==> src/rtl/sipo_deserializer_if.sv <==
// Serial-in / word-out bundle between a bit-serial source, the deserializer and its word sink.
// The master side drives the bit stream, ready and err_clr. The slave side returns words and flags.
interface sipo_deserializer_if #(
    parameter int unsigned WIDTH = 4
);
    logic             sin;
    logic             bit_en;
    logic             start;
    logic [WIDTH-1:0] dout;
    logic             dout_valid;
    logic             dout_ready;
    logic             overrun;
    logic             frame_err;
    logic             err_clr;

    modport master (
        output sin, bit_en, start, dout_ready, err_clr,
        input  dout, dout_valid, overrun, frame_err
    );

    modport slave (
        input  sin, bit_en, start, dout_ready, err_clr,
        output dout, dout_valid, overrun, frame_err
    );
endinterface

==> src/rtl/sipo_deserializer.sv <==
// Reassembles WIDTH-bit words from a start-framed serial bit stream.
// Completed words go to a one-deep valid/ready output, with sticky overrun and framing flags.
module sipo_deserializer #(
    parameter int unsigned WIDTH     = 4,
    parameter bit          LSB_FIRST = 1'b1
) (
    input logic clk,
    input logic rst,
    sipo_deserializer_if.slave bus
);
    localparam int unsigned          CntW   = $clog2(WIDTH);
    localparam logic [CntW-1:0]      MaxCnt = CntW'(WIDTH - 1);

    typedef enum logic [0:0] {StIdle, StShift} state_e;

    state_e           state_q;
    logic [CntW-1:0]  cnt_q;
    logic [WIDTH-1:0] shreg_q;
    logic [WIDTH-1:0] dout_q;
    logic             valid_q;
    logic             overrun_q;
    logic             frame_err_q;

    logic [CntW-1:0]  first_pos;
    logic [CntW-1:0]  wr_pos;
    logic [CntW-1:0]  last_pos;
    logic [WIDTH-1:0] word_full;
    logic             new_word;
    logic             last_bit;

    assign first_pos = LSB_FIRST ? '0 : MaxCnt;
    assign wr_pos    = LSB_FIRST ? cnt_q : MaxCnt - cnt_q;
    assign last_pos  = LSB_FIRST ? MaxCnt : '0;

    // The completed word includes the final bit being sampled at this same edge.
    always_comb begin
        word_full           = shreg_q;
        word_full[last_pos] = bus.sin;
    end

    assign new_word = bus.bit_en & bus.start;
    assign last_bit = bus.bit_en & ~bus.start & (state_q == StShift) & (cnt_q == MaxCnt);

    always_ff @(posedge clk) begin
        if (rst) begin
            state_q     <= StIdle;
            cnt_q       <= '0;
            shreg_q     <= '0;
            dout_q      <= '0;
            valid_q     <= 1'b0;
            overrun_q   <= 1'b0;
            frame_err_q <= 1'b0;
        end else begin
            if (new_word) begin
                shreg_q            <= '0;
                shreg_q[first_pos] <= bus.sin;
                cnt_q              <= CntW'(1);
                state_q            <= StShift;
            end else if (bus.bit_en && state_q == StShift) begin
                shreg_q[wr_pos] <= bus.sin;
                if (cnt_q == MaxCnt) begin
                    cnt_q   <= '0;
                    state_q <= StIdle;
                end else begin
                    cnt_q <= cnt_q + 1'b1;
                end
            end

            if (last_bit) begin
                if (!valid_q || bus.dout_ready) begin
                    dout_q  <= word_full;
                    valid_q <= 1'b1;
                end
            end else if (valid_q && bus.dout_ready) begin
                valid_q <= 1'b0;
            end

            // The clear comes first, so an error event at the same edge leaves its flag set.
            if (bus.err_clr) begin
                overrun_q   <= 1'b0;
                frame_err_q <= 1'b0;
            end
            if (last_bit && valid_q && !bus.dout_ready) begin
                overrun_q <= 1'b1;
            end
            if (new_word && state_q == StShift) begin
                frame_err_q <= 1'b1;
            end
        end
    end

    assign bus.dout       = dout_q;
    assign bus.dout_valid = valid_q;
    assign bus.overrun    = overrun_q;
    assign bus.frame_err  = frame_err_q;
endmodule

==> src/flat_wrapper.sv <==
// flat-port wrapper written by rule: the top's interface ports become plain ports
module sipo_deserializer_flat 
#(
    parameter int unsigned WIDTH     = 4,
    parameter bit          LSB_FIRST = 1'b1
)
  (clk, rst, bus_sin, bus_bit_en, bus_start, bus_dout_ready, bus_err_clr, bus_dout, bus_dout_valid, bus_overrun, bus_frame_err);
  sipo_deserializer_if #(.WIDTH(WIDTH)) bus_i ();
  input logic clk;
  input logic rst;
  input wire logic [$bits(bus_i.sin)-1:0] bus_sin;
  input wire logic [$bits(bus_i.bit_en)-1:0] bus_bit_en;
  input wire logic [$bits(bus_i.start)-1:0] bus_start;
  input wire logic [$bits(bus_i.dout_ready)-1:0] bus_dout_ready;
  input wire logic [$bits(bus_i.err_clr)-1:0] bus_err_clr;
  output wire logic [$bits(bus_i.dout)-1:0] bus_dout;
  output wire logic [$bits(bus_i.dout_valid)-1:0] bus_dout_valid;
  output wire logic [$bits(bus_i.overrun)-1:0] bus_overrun;
  output wire logic [$bits(bus_i.frame_err)-1:0] bus_frame_err;
  assign bus_i.sin = bus_sin;
  assign bus_i.bit_en = bus_bit_en;
  assign bus_i.start = bus_start;
  assign bus_i.dout_ready = bus_dout_ready;
  assign bus_i.err_clr = bus_err_clr;
  assign bus_dout = bus_i.dout;
  assign bus_dout_valid = bus_i.dout_valid;
  assign bus_overrun = bus_i.overrun;
  assign bus_frame_err = bus_i.frame_err;
  sipo_deserializer #(.WIDTH(WIDTH), .LSB_FIRST(LSB_FIRST)) u_core (.clk(clk), .rst(rst), .bus(bus_i));
endmodule
==> config.mk <==
export PLATFORM = sky130hd
export DESIGN_NAME = sipo_deserializer_flat
export DESIGN_NICKNAME = d
export VERILOG_FILES = /design/src/rtl/sipo_deserializer_if.sv /design/src/rtl/sipo_deserializer.sv /design/src/flat_wrapper.sv
export SDC_FILE = /design/constraint.sdc
export NUM_CORES = 1
export LEC_CHECK = 0
export ABC_AREA = 1
export BUFFER_PORTS_ARGS = -buffer_cell sky130_fd_sc_hd__buf_4
export CORE_MARGIN = 2
export CORE_UTILIZATION = 30
export CTS_CLUSTER_DIAMETER = 60
export CTS_CLUSTER_SIZE = 8
export DETAILED_ROUTE_END_ITERATION = 10
export REMOVE_ABC_BUFFERS = 1
export SLEW_MARGIN = 20
export SYNTH_ARGS = -nofsm -noshare
export SYNTH_HDL_FRONTEND = slang
export SYNTH_SLANG_ARGS = --single-unit
==> constraint.sdc <==
create_clock -name clk -period 2.5 [get_ports clk]
set_input_delay 0.25 -clock clk [delete_from_list [all_inputs] [get_ports clk]]
set_output_delay 0.25 -clock clk [all_outputs]
set_load 0.02 [all_outputs]
### Word level (Yosys, flattened, before mapping)

Index checks and enable logic that the tools add are counted.

| storage, ports and cells | value |
|---|---|
| flip-flop bits (word level) | 14 |
| input port bits | 7 |
| output and inout bits | 7 |
| logic and storage cells | 54 |

| cells by class | value |
|---|---|
| add/sub/neg operators | 1 |
| $lt $le $gt $ge | 2 |
| equality and inequality tests | 2 |
| mux-type cells | 17 |
| bitwise logic cells | 5 |
| reductions and logical operators | 18 |

Operators by type and width:

| operator | count |
|---|---|
| 1-bit 2-to-1 mux | 14 |
| 2-bit nonzero test | 5 |
| 1-bit logical AND | 6 |
| 2-bit AND reduction | 3 |
| 1-bit bitwise AND | 4 |
| 4-bit bitwise mux | 1 |
| 2-bit by 3-bit less-than comparator with 1-bit output (second input constant) | 1 |
| 2-bit by 1-bit adder with 2-bit output (second input constant) | 1 |
| 1-bit demux with 2-bit select | 1 |
| 2-bit equality test (second input constant) | 1 |
| 2-bit by 1-bit greater-or-equal comparator with 1-bit output (second input constant) | 1 |
| 1-bit logical NOT | 2 |
| 2-bit 2-to-1 mux | 1 |
| 2-bit != test (second input constant) | 1 |
| 2-bit OR reduction | 1 |
| 1-bit logical OR | 1 |
| 1-bit NOT | 1 |

### Logic depth before layout (Yosys ltp)

Gate-level depths: netlist of the first run.

| logic depth | value |
|---|---|
| word-level depth | 7 |
| depth in mapped cells | 7 |
| gate-level depth less buffers | 7 |

### Least setup slack after synthesis of the first run

Ideal clock, no wire load.

| path | value |
|---|---|
| kind | register -> register |
| start | reg u_core.cnt_q[0] |
| end | reg u_core.dout_q[0], in the netlist u_core.bus.dout[0] |
| library setup time | 110 ps |
| arrival time | 944 ps |
| data required time | 2390 ps |
| setup slack | 1447 ps |
| stages on the path, launching flop included | 7 |
| buffers on the path | 0 |
| period minus slack after synthesis | 1053 ps |
| path through | dfxtp_1 > ha_1 > nand2_1 > nor2_1 > nand3_1 > nand2_1 > nor2_1 |

| between the ends | value |
|---|---|
| word-level cells in the longest chain between the ends | 3 |

RTL lines:

| item | line | text |
|---|---|---|
| start, declared | sipo_deserializer.sv:17 | `logic [CntW-1:0] cnt_q;` |
| start signal, assigned | sipo_deserializer.sv:57 | `cnt_q <= CntW'(1);` |
| start signal, assigned | sipo_deserializer.sv:65 | `cnt_q <= cnt_q + 1'b1;` |
| 2-bit equality test | sipo_deserializer.sv:42 | `assign last_bit = bus.bit_en & ~bus.start & (state_q == StShift) & (cnt_q == MaxCnt);` |
| 1-bit bitwise AND | sipo_deserializer.sv:42 |  |
| 2-bit AND reduction (no source line) | - |  |
| end signal, assigned | sipo_deserializer.sv:71 | `dout_q <= word_full;` |
| end, declared | sipo_deserializer.sv:19 | `logic [WIDTH-1:0] dout_q;` |

Every way passes these cells.
A chain may end at the register's enable or synchronous reset.

### Worst setup path after layout of the first run

| path | value |
|---|---|
| start | reg u_core.cnt_q[0] |
| end | reg u_core.dout_q[1], in the netlist u_core.bus.dout[1] |

The elaborated chain is that of the path after synthesis.

==> summary.txt, run 1 <==
Status
  • Status: finished, final reports clean

Logic synthesis
  • Sequential area share after synthesis: 40.3%
  • Share of the synthesized area in the top cell type: 40.3%
  • Cells after Synth: 95
  • Cell area after synthesis: 646 um2
  • Main area contributors after synthesis: dfxtp_1 40%, nand2_1 14%, inv_1 12%
  • Post-synth top cells: 24 x nand2_1, 21 x inv_1, 16 x nor2_1, 13 x dfxtp_1
  • Main flop type after synthesis: dfxtp_1
  • Top-count cell post-synth: nand2_1
  • Ys Warns: 0
  • Post-synth EDFFs: 0
  • Fraction of registers with async set/reset: 0%
  • Biggest area consumer among synthesized cells: dfxtp_1
  • Netlist cell types: 14
  • Number of synthesized register bits: 13
  • Avg Cell Area, Syn: 6.80 um2

Timing
  • Crit path time final: 1.18 ns
  • Max-slew headroom: 82.8%
  • Final setup fails: 0
  • Worst-margin pin slew: 0.258 ns
  • Hold Slack: 0.179 ns
  • RSZ-0062 raised after global routing: false
  • Max Freq: 847 MHz
  • TNS Setup: 0 ns
  • Fin crit share: 47.2%
  • Final Max Tran Viols: 0
  • Hold Vio Cnt, Final: 0
  • Clk_skew: 0.00413 ns

Critical path
  • CP Capture Type: flip-flop
  • Crit Reg-Reg Startpoint: u_core.cnt_q[0]$_SDFFE_PP0P_
  • Worst EP required: 2.68 ns
  • CP startpoint: u_core.cnt_q[0]$_SDFFE_PP0P_
  • CP Max Fanout: 4
  • Crit start category: flip-flop
  • Crit Path Class: reg -> reg
  • Arrival time at the worst endpoint: 1.36 ns

Clock tree
  • Cts bufs inserted: 3
  • Setup bufs post-CTS: 0
  • Clock Pin Slew Worst Setup and Hold Paths: 0.09 ns
  • # clock sinks: 13
  • Post-CTS Hold Buffers: 0
  • Root Driver: clkbuf_4
  • CTS H-Tree Depth: 1
  • Post-CTS sizing: 0
  • Clk_lat worst skew: 0.27 ns
  • TritonCTS clock tree: yes
  • CTS Buffer Depth: 2

GRT
  • Vias in the first global route: 505
  • Largest net degree at the start of global routing: 8
  • GRT Overall Usage: 10.6%
  • First-pass GRT wire length: 2.10 mm
  • Initial antenna violation count: 0
  • Total grt overflow: 0

Power and ir drop
  • Pleak: 0.000405 uW
  • Net load switching power: 98.9 uW
  • Clock share of power: 34.5%
  • PwrDens: 484 mW/mm2
  • Int Pwr: 290 uW
  • Peak supply drop: 231 uV
  • Sw Ratio: 25.5%
  • Comb pwr share: 9.8%
  • Flop pwr share: 55.6%

Die
  • Core Box Area: 0.00200 mm2
  • Core Rows: 16
  • # IOs: 14
  • Die Wd: 50.4 um
  • Die ar.: 0.00254 mm2
  • Die height: 50.4 um
  • Initial Util: 32.2%

Placed design
  • GPL Wtd Cong: 0.724
  • Number of buffers added on ports: 13
  • Detail Placement HPWL: 878 um

Routing
  • Drt wl/cell: 8.61 um
  • Drt drc: 0
  • DRT antenna net count: 0
  • DR vias/cell: 4.03
  • Drt pass-1 iters: 4
  • Total wire length: 1.20 mm
  • Via Count: 560
  • Initial drt markers: 13

Hold path
  • Path type of the worst min-delay path: in -> reg
  • Worst Min Path Start: rst

Cells and area
  • Fraction of layout cells with a size suffix above 1: 17.9%
  • Fin util: 40.1%
  • Antenna cell count: 0
  • # nets final: 124
  • Area grow syn2layout: 24.4%

Run
  • Max-Cap Viols: 0
## power groups by stage
stage | registers (uW) | logic, uW | clock network (uW)
after floorplan | 221 | 21.5 | 0
after global placement | 221 | 37.4 | 0
after detailed placement | 221 | 37.5 | 0
after CTS | 216 | 38.6 | 139
after global routing | 217 | 44.4 | 147
final | 216 | 38.2 | 134
## cells in the final DEF (no fill, tap or decap)
cell type / netlist / final
nand2_1: 24 / 24
inv_1: 21 / 21
nor2_1: 16 / 16
buf_4: 0 / 13
dfxtp_1: 13 / 13
nand3_1: 4 / 4
a21oi_1: 4 / 4
ha_1: 4 / 4
o21ai_0: 3 / 3
clkbuf_4: 0 / 3
nor2_4: 1 / 1
nand2_2: 1 / 1
inv_2: 1 / 1
nand3_4: 1 / 1
nor3_1: 1 / 1
nand3b_1: 1 / 1
clkbuf_1: 0 / 1
## final timing paths
| kind | to | depth (start not counted) | slack, ns |
|---|---|---|---|
| worst min-delay path | u_core.bus.frame_err$_SDFFE_PP0P_ | 2 | 0.18 |
| worst max register to register | u_core.bus.dout[1]$_SDFFE_PP0P_ | 6 | 1.32 |
| worst min register to register | u_core.bus.frame_err$_SDFFE_PP0P_ | 2 | 0.47 |
| worst max-delay path | u_core.bus.dout[1]$_SDFFE_PP0P_ | 6 | 1.32 |
## flip-flops by register name, summed over array words and instances (netlist names)
register,flops
u_core.cnt_q,2
u_core.state_q,1
u_core.bus.frame_err,1
u_core.bus.overrun,1
u_core.bus.dout_valid,1
u_core.bus.dout,4
u_core.shreg_q,3
## worst max-delay path, stage by stage (launching register included)
cell and delay (ns):
dfxtp_1 0.39, ha_1 0.22, nand2_1 0.07, nor2_1 0.19, nand3_1 0.11, nand2_1 0.07, nor2_1 0.04
## logic make-up after synthesis
logic type | synth area share (%)
AO/OA/AOI/OAI | 5.43
flip-flops | 40.3
AND/OR/NAND/NOR | 33.7
adder cells (fa/ha/maj) | 7.75
buffers and inverters | 12.8
## routing by layer
layer | vias to the layer above | part of all wire [%] | routed length, um | global-route usage, %
li1 | 314 | - | - | -
met1 | 231 | 49 | 592 | 15.0
met2 | 15 | 43 | 516 | 15.6
met3 | 0 | 7.4 | 88 | 2.38
met4 | 0 | 0 | 0 | 4.05
met5 | - | 0 | 0 | 0
## metrics by stage
step	instances	setup slack [ns]	power [uW]	cell area, um2
after floorplan	95	1.45	242	646
after global placement	135	1.35	258	777
after detailed placement	135	1.35	258	777
after CTS	139	1.33	394	803
after global routing	139	1.21	408	803
final	139	1.32	388	803
## cell type report
| cell class | count | area (um2) |
|---|---|---|
| flip-flops and latches | 13 | 260 |
| fillers | 238 | 1200 |
| multi-input cells | 60 | 303 |
| inverters | 22 | 82.6 |
| clock buffers | 4 | 26.3 |
| repair buffers | 13 | 97.6 |
| well taps | 27 | 33.8 |
No activity file was read; power rests on OpenSTA's default activity.
==> run 2, diff against run 1 <==
--- a/config.mk
+++ b/config.mk
@@ -5,7 +5,7 @@
 export SDC_FILE = /design/constraint.sdc
 export NUM_CORES = 1
 export LEC_CHECK = 0
-export ABC_AREA = 1
+export ABC_AREA = 0
 export BUFFER_PORTS_ARGS = -buffer_cell sky130_fd_sc_hd__buf_4
 export CORE_MARGIN = 2
 export CORE_UTILIZATION = 30
==> constraint.sdc (replaced) <==
create_clock -name clk -period 1.05 [get_ports clk]
set_input_delay 0.105 -clock clk [delete_from_list [all_inputs] [get_ports clk]]
set_output_delay 0.105 -clock clk [all_outputs]
set_load 0.02 [all_outputs]
==> summary.txt, run 2 <==
Logic synthesis
  • Sequential area share after synthesis: 40.9%
  • Share of the synthesized area in the top cell type: 40.9%
  • Post-synth top cells: 13 x dfxtp_1, 9 x nand2b_1, 7 x mux2i_1, 5 x nand2_1
  • Biggest area consumer among synthesized cells: dfxtp_1
  • Fraction of registers with async set/reset: 0%
  • Ys Warns: 0
  • Netlist cell types: 21
  • Number of synthesized register bits: 13
  • Post-synth EDFFs: 0
  • Cell area after synthesis: 636 um2
  • Avg Cell Area, Syn: 9.78 um2
  • Cells after Synth: 65
  • Main area contributors after synthesis: dfxtp_1 41%, mux2i_1 11%, nand2b_1 8.9%
  • Main flop type after synthesis: dfxtp_1
  • Top-count cell post-synth: dfxtp_1

Clock tree
  • Clock Pin Slew Worst Setup and Hold Paths: 0.08 ns
  • TritonCTS clock tree: yes
  • Cts bufs inserted: 3
  • CTS Buffer Depth: 2
  • # clock sinks: 13
  • Clk_lat worst skew: 0.28 ns
  • Post-CTS Hold Buffers: 0
  • Setup bufs post-CTS: 0
  • Root Driver: clkbuf_4
  • CTS H-Tree Depth: 1

Critical path
  • Critical Path End: u_core.bus.dout[0]$_SDFFE_PP0P_
  • Crit start category: flip-flop
  • Worst EP required: 1.26 ns
  • Flop-to-flop setup slack: -0.05 ns
  • CP Max Fanout: 4
  • Crit Path Class: reg -> reg
  • CP Capture Type: flip-flop
  • Crit Reg-Reg Startpoint: u_core.cnt_q[1]$_SDFFE_PP0P_
  • Arrival time at the worst endpoint: 1.31 ns
  • Reg2reg path depth: 4
  • CP startpoint: u_core.cnt_q[1]$_SDFFE_PP0P_
  • Reg2Reg Capture Point: u_core.bus.dout[0]$_SDFFE_PP0P_

Cells and area
  • Area grow syn2layout: 39.8%
  • # nets final: 95
  • Largest register FFs: 4
  • Fraction of layout cells with a size suffix above 1: 45.8%
  • Fill count: 188
  • Storage cell area: 268 um2
  • Most frequent cells in the layout: 17 x buf_4, 11 x dfxtp_1, 9 x nand2b_1
  • Multi-input gate area: 410 um2
  • Antenna cell count: 0
  • Commonest non-fill, non-tap cell in the layout: buf_4

Die
  • Die ar.: 0.00250 mm2
  • Core Rows: 16
  • Die height: 50.0 um
  • Initial Util: 32.1%
  • # IOs: 14
  • Die Wd: 50.0 um
  • Core Box Area: 0.00198 mm2

Timing
  • Clk_skew: 0.00209 ns
  • Worst-margin pin slew: 0.181 ns
  • Hold Vio Cnt, Final: 0
  • Crit path time final: 1.10 ns
  • Final WS setup: -0.0498 ns
  • Max-slew headroom: 87.9%
  • Hold Slack: 0.0812 ns
  • Fin crit share: 105%
  • RSZ-0062 raised after global routing: true
  • Max Freq: 909 MHz
  • Final Max Tran Viols: 0
  • Final setup fails: 7

Power and ir drop
  • PwrDens: 1040 mW/mm2
  • Final Power: 927 uW
  • Net load switching power: 227 uW
  • Comb pwr share: 11.5%
  • Clock share of power: 33.5%
  • Sw Ratio: 24.4%
  • Peak supply drop: 465 uV
  • Pleak: 0.000372 uW
  • Int Pwr: 700 uW
  • Flop pwr share: 55.0%

Placed design
  • Pre-CTS setup slack: -0.238 ns
  • Number of buffers added on ports: 13
  • Detail Placement HPWL: 825 um
  • GPL Wtd Cong: 0.729

Status
  • Violated checks: setup timing
  • Status: finished with violations

Routing
  • Total wire length: 1.22 mm
  • Drt drc: 0
  • DRT antenna net count: 0
  • Via Count: 494
  • Drt pass-1 iters: 1
  • Initial drt markers: 0
  • DR vias/cell: 4.49
  • Drt wl/cell: 11.0 um

GRT
  • Met1 Resource Use GR: 13.1%
  • GRT Overall Usage: 11.1%
  • Total grt overflow: 0
  • Initial antenna violation count: 0
  • Largest net degree at the start of global routing: 15
  • M2 GR Usage: 17.8%
  • M3 GR Usage: 1.82%
  • First-pass GRT wire length: 2.11 mm
  • GR peak layer: met2
  • Vias in the first global route: 516

Run
  • Max-Cap Viols: 0

Hold path
  • Worst Min Path Start: rst
  • Path type of the worst min-delay path: in -> reg
==> run 2: cell types whose count changed after synthesis, moves of 2 or more <==
cell / change
nand2_1: -19
inv_1: -18
nor2_1: -12
nand2b_1: +9
mux2i_1: +7
a21o_2: +2
buf_4: +2
o21ai_0: -2
==> run 2: worst min path at each step <==
stage,endpoint,slack (ns),depth (start not counted)
after floorplan,u_core.bus.dout_valid$_SDFFE_PP0P_,0.17,1
after global placement,u_core.shreg_q[2]$_SDFFE_PP0P_,0.36,3
after detailed placement,u_core.shreg_q[2]$_SDFFE_PP0P_,0.36,3
after CTS,u_core.cnt_q[0]$_SDFFE_PP0P_,0.06,2
after global routing,u_core.bus.overrun$_SDFFE_PP0P_,0.08,2
final,u_core.bus.overrun$_SDFFE_PP0P_,0.08,2
==> run 2: final cells by class <==
| type | count | share of cell area [%] |
|---|---|---|
| sequential | 13 | 30.1 |
| multi-input combinational | 45 | 46.2 |
| timing repair buffer | 18 | 15.6 |
| clock buffer | 4 | 2.96 |
| tap | 27 | 3.80 |
| inverter | 3 | 1.27 |
==> run 2: critical path: stages (launching register included) <==
cell,delay (ns)
dfxtp_4,0.38
ha_4,0.15
nand4b_4,0.11
nor2b_4,0.20
mux2i_1,0.19
==> run 2: through the flow <==
step	setup TNS (ns)	cells	area [um2]	util, %
floorplan	-0.677	61	606	-
global placement	-0.935	106	774	39.1
detailed placement	-1.31	106	774	39.1
CTS	-0.298	110	863	43.6
global route	-0.860	110	888	44.8
finish	-0.231	110	888	44.8
==> run 2: per-layer routing <==
layer,wire length [um],vias up
met5,0,-
met3,38,5
li1,-,254
met1,547,225
met4,41,0
met2,587,10
==> run 2: repair_timing <==
action,in CTS,in global routing
endpoints found under the setup margin,9,9
pin swaps,6,3
resized for setup,18,3
==> run 2: power by group through the flow <==
stage	combinational [uW]	sequential (uW)	clock, uW
after floorplan	39.5	525	0
after global placement	94.6	521	0
after detailed placement	93.9	522	0
after CTS	103	509	325
after global routing	118	511	350
final	107	509	311
==> run 2: cell families (layout without fill, tap and decap cells) <==
| kind of cell | Yosys count | in the layout | synth area share [%] |
|---|---|---|---|
| flip-flops | 13 | 13 | 40.9 |
| multiplexers | 7 | 7 | 11.0 |
| AND/OR/NAND/NOR | 25 | 25 | 23.8 |
| AO/OA/AOI/OAI | 9 | 9 | 9.84 |
| adder cells (fa/ha/maj) | 4 | 4 | 7.87 |
| buffers and inverters | 7 | 25 | 6.49 |
==> run 3, diff against run 2 <==
--- a/config.mk
+++ b/config.mk
@@ -7,10 +7,11 @@
 export LEC_CHECK = 0
 export ABC_AREA = 0
 export BUFFER_PORTS_ARGS = -buffer_cell sky130_fd_sc_hd__buf_4
+export CORE_ASPECT_RATIO = 1.25
 export CORE_MARGIN = 2
-export CORE_UTILIZATION = 30
+export CORE_UTILIZATION = 39
 export CTS_CLUSTER_DIAMETER = 60
-export CTS_CLUSTER_SIZE = 8
+export CTS_CLUSTER_SIZE = 14
 export DETAILED_ROUTE_END_ITERATION = 10
 export REMOVE_ABC_BUFFERS = 1
 export SLEW_MARGIN = 20
==> summary.txt, run 3 (synthesized netlist as in run 2, its figures left out) <==
Clock tree
  • CTS H-Tree Depth: 1
  • TritonCTS clock tree: yes
  • Clk_lat worst skew: 0.27 ns
  • Cts bufs inserted: 3
  • Clock Pin Slew Worst Setup and Hold Paths: 0.08 ns
  • Root Driver: clkbuf_4
  • CTS Buffer Depth: 2
  • # clock sinks: 13

Cells and area
  • Area grow syn2layout: 40.7%
  • Most frequent cells in the layout: 18 x buf_4, 11 x dfxtp_1, 9 x nand2b_1
  • Storage cell area: 268 um2
  • Multi-input gate area: 420 um2
  • # nets final: 96
  • Largest register FFs: 4
  • Fraction of layout cells with a size suffix above 1: 48.8%
  • Fill count: 145
  • Commonest non-fill, non-tap cell in the layout: buf_4
  • Antenna cell count: 0

Critical path
  • Critical Path Stages: 5
  • Worst EP required: 1.26 ns
  • Worst path cell trace: ha_4, nand4b_4, buf_4, o2bb2ai_1, nor2b_1
  • Reg2reg path depth: 5
  • Worst path bufs/invs: 1
  • Flop-to-flop setup slack: -0.04 ns
  • Crit path largest cell delay: 0.38 ns
  • Crit start category: flip-flop
  • CP Capture Type: flip-flop
  • CP Max Fanout: 3
  • Arrival time at the worst endpoint: 1.30 ns
  • Crit Path Class: reg -> reg
  • Reg2Reg Capture Point: u_core.bus.overrun$_SDFFE_PP0P_
  • Largest delay share family, worst path: flip-flops
  • CP max stage cell: dfxtp_4
  • Crit Reg-Reg Startpoint: u_core.cnt_q[1]$_SDFFE_PP0P_

Status
  • Status: finished with violations
  • Violated checks: setup timing

Timing
  • Crit path time final: 1.09 ns
  • Max Freq: 916 MHz
  • Final Max Tran Viols: 0
  • Clk_skew: 0.00262 ns
  • Max-slew headroom: 89.2%
  • Worst-margin pin slew: 0.162 ns
  • Fin crit share: 104%
  • TNS Setup: -0.235 ns
  • Final WS setup: -0.0418 ns
  • Hold Vio Cnt, Final: 0
  • Final setup fails: 7
  • RSZ-0062 raised after global routing: true

Hold path
  • Worst Min Path Start: bus_sin
  • Worst Hold Path Cells: 3
  • Sink of the worst hold path: u_core.shreg_q[1]$_SDFFE_PP0P_
  • Path type of the worst min-delay path: in -> reg

Routing
  • Drt wl/cell: 12.5 um
  • DRT antenna net count: 0
  • Initial drt markers: 2
  • Via Count: 501
  • Drt pass-1 iters: 2
  • Drt drc: 0
  • DR vias/cell: 4.91
  • Total wire length: 1.28 mm

Die
  • # IOs: 14
  • Core Box Area: 0.00154 mm2
  • Initial Util: 41.2%
  • Die Wd: 40.1 um
  • Die ar.: 0.00197 mm2
  • Die height: 49.1 um
  • Core Rows: 16

GRT
  • Total grt overflow: 0
  • GRT Overall Usage: 15.6%
  • Largest net degree at the start of global routing: 15
  • Vias in the first global route: 487
  • First-pass GRT wire length: 2.11 mm
  • Initial antenna violation count: 0

Power and ir drop
  • Final Power: 941 uW
  • Pleak: 0.000377 uW
  • Peak supply drop: 620 uV
  • PwrDens: 1050 mW/mm2

Placed design
  • Number of buffers added on ports: 13
  • GPL Wtd Cong: 0.792
  • Detail Placement HPWL: 808 um

Run
  • Max-Cap Viols: 0
[run 3: cell count changes in the layout (fill, tap and decap cells not counted), sizes merged]
cell,change
buf,+1
[run 3: layout make-up]
cell class,instances,share of cell area (%)
Sequential cell,13,29.9
Multi-Input combinational cell,45,47.0
Timing Repair Buffer,19,16.4
Clock buffer,4,2.94
Tap cell,18,2.52
Inverter,3,1.26
[run 3: worst max-delay path by stage]
stage	start	endpoint	slack (ns)
global placement	u_core.cnt_q[0]$_SDFFE_PP0P_	u_core.bus.dout[1]$_SDFFE_PP0P_	-0.19
CTS	u_core.cnt_q[1]$_SDFFE_PP0P_	u_core.bus.overrun$_SDFFE_PP0P_	-0.04
finish	u_core.cnt_q[1]$_SDFFE_PP0P_	u_core.bus.overrun$_SDFFE_PP0P_	-0.04
detailed placement	u_core.cnt_q[0]$_SDFFE_PP0P_	u_core.bus.dout[0]$_SDFFE_PP0P_	-0.21
floorplan	u_core.cnt_q[0]$_SDFFE_PP0P_	u_core.bus.dout[0]$_SDFFE_PP0P_	-0.16
global route	u_core.cnt_q[1]$_SDFFE_PP0P_	u_core.bus.dout[0]$_SDFFE_PP0P_	-0.12
[run 3: timing repair]
item	in CTS	in global routing
hold buffers	0	0
setup buffers	1	0
resized for setup	18	6
endpoints found under the setup margin	11	11
pin swaps	6	4
[run 3: worst min-delay path, delay by kind of cell]
| family | cells | cell delay (ns) |
|---|---|---|
| multiplexers | 1 | 0.05 |
| AND/OR/NAND/NOR | 1 | 0.07 |
| buffers and inverters | 1 | 0.09 |
[run 3: stage by stage]
stage                     std cells  util [%]  setup WS, ns  hold WS, ns  cell area (um2)
final                           102      58.0       -0.0418       0.0800              895
after floorplan                  61         -        -0.156        0.174              606
after global placement           97      49.5        -0.194        0.367              763
after detailed placement         97      49.5        -0.214        0.368              763
after CTS                       102      55.6       -0.0447       0.0669              857
after global routing            102      58.0        -0.123       0.0837              895
[run 3: per-layer routing]
metal  part of all wire [%]  vias to the layer above  routed length [um]  global-route usage, %
met5                      0                        -                   0                      0
met4                    1.0                        0                  13                   10.3
met3                    4.2                        2                  53                   2.74
met2                     51                        8                 646                   21.5
met1                     44                      236                 564                   21.4
li1                       -                      255                   -                      -
[run 3: power by group]
| part | switching [uW] | leakage (uW) | total (uW) | internal [uW] |
|---|---|---|---|---|
| Clock | 158 | 0.0000150 | 305 | 147 |
| Combinational | 61.2 | 0.000255 | 125 | 63.9 |
| Sequential | 10.5 | 0.000107 | 510 | 500 |
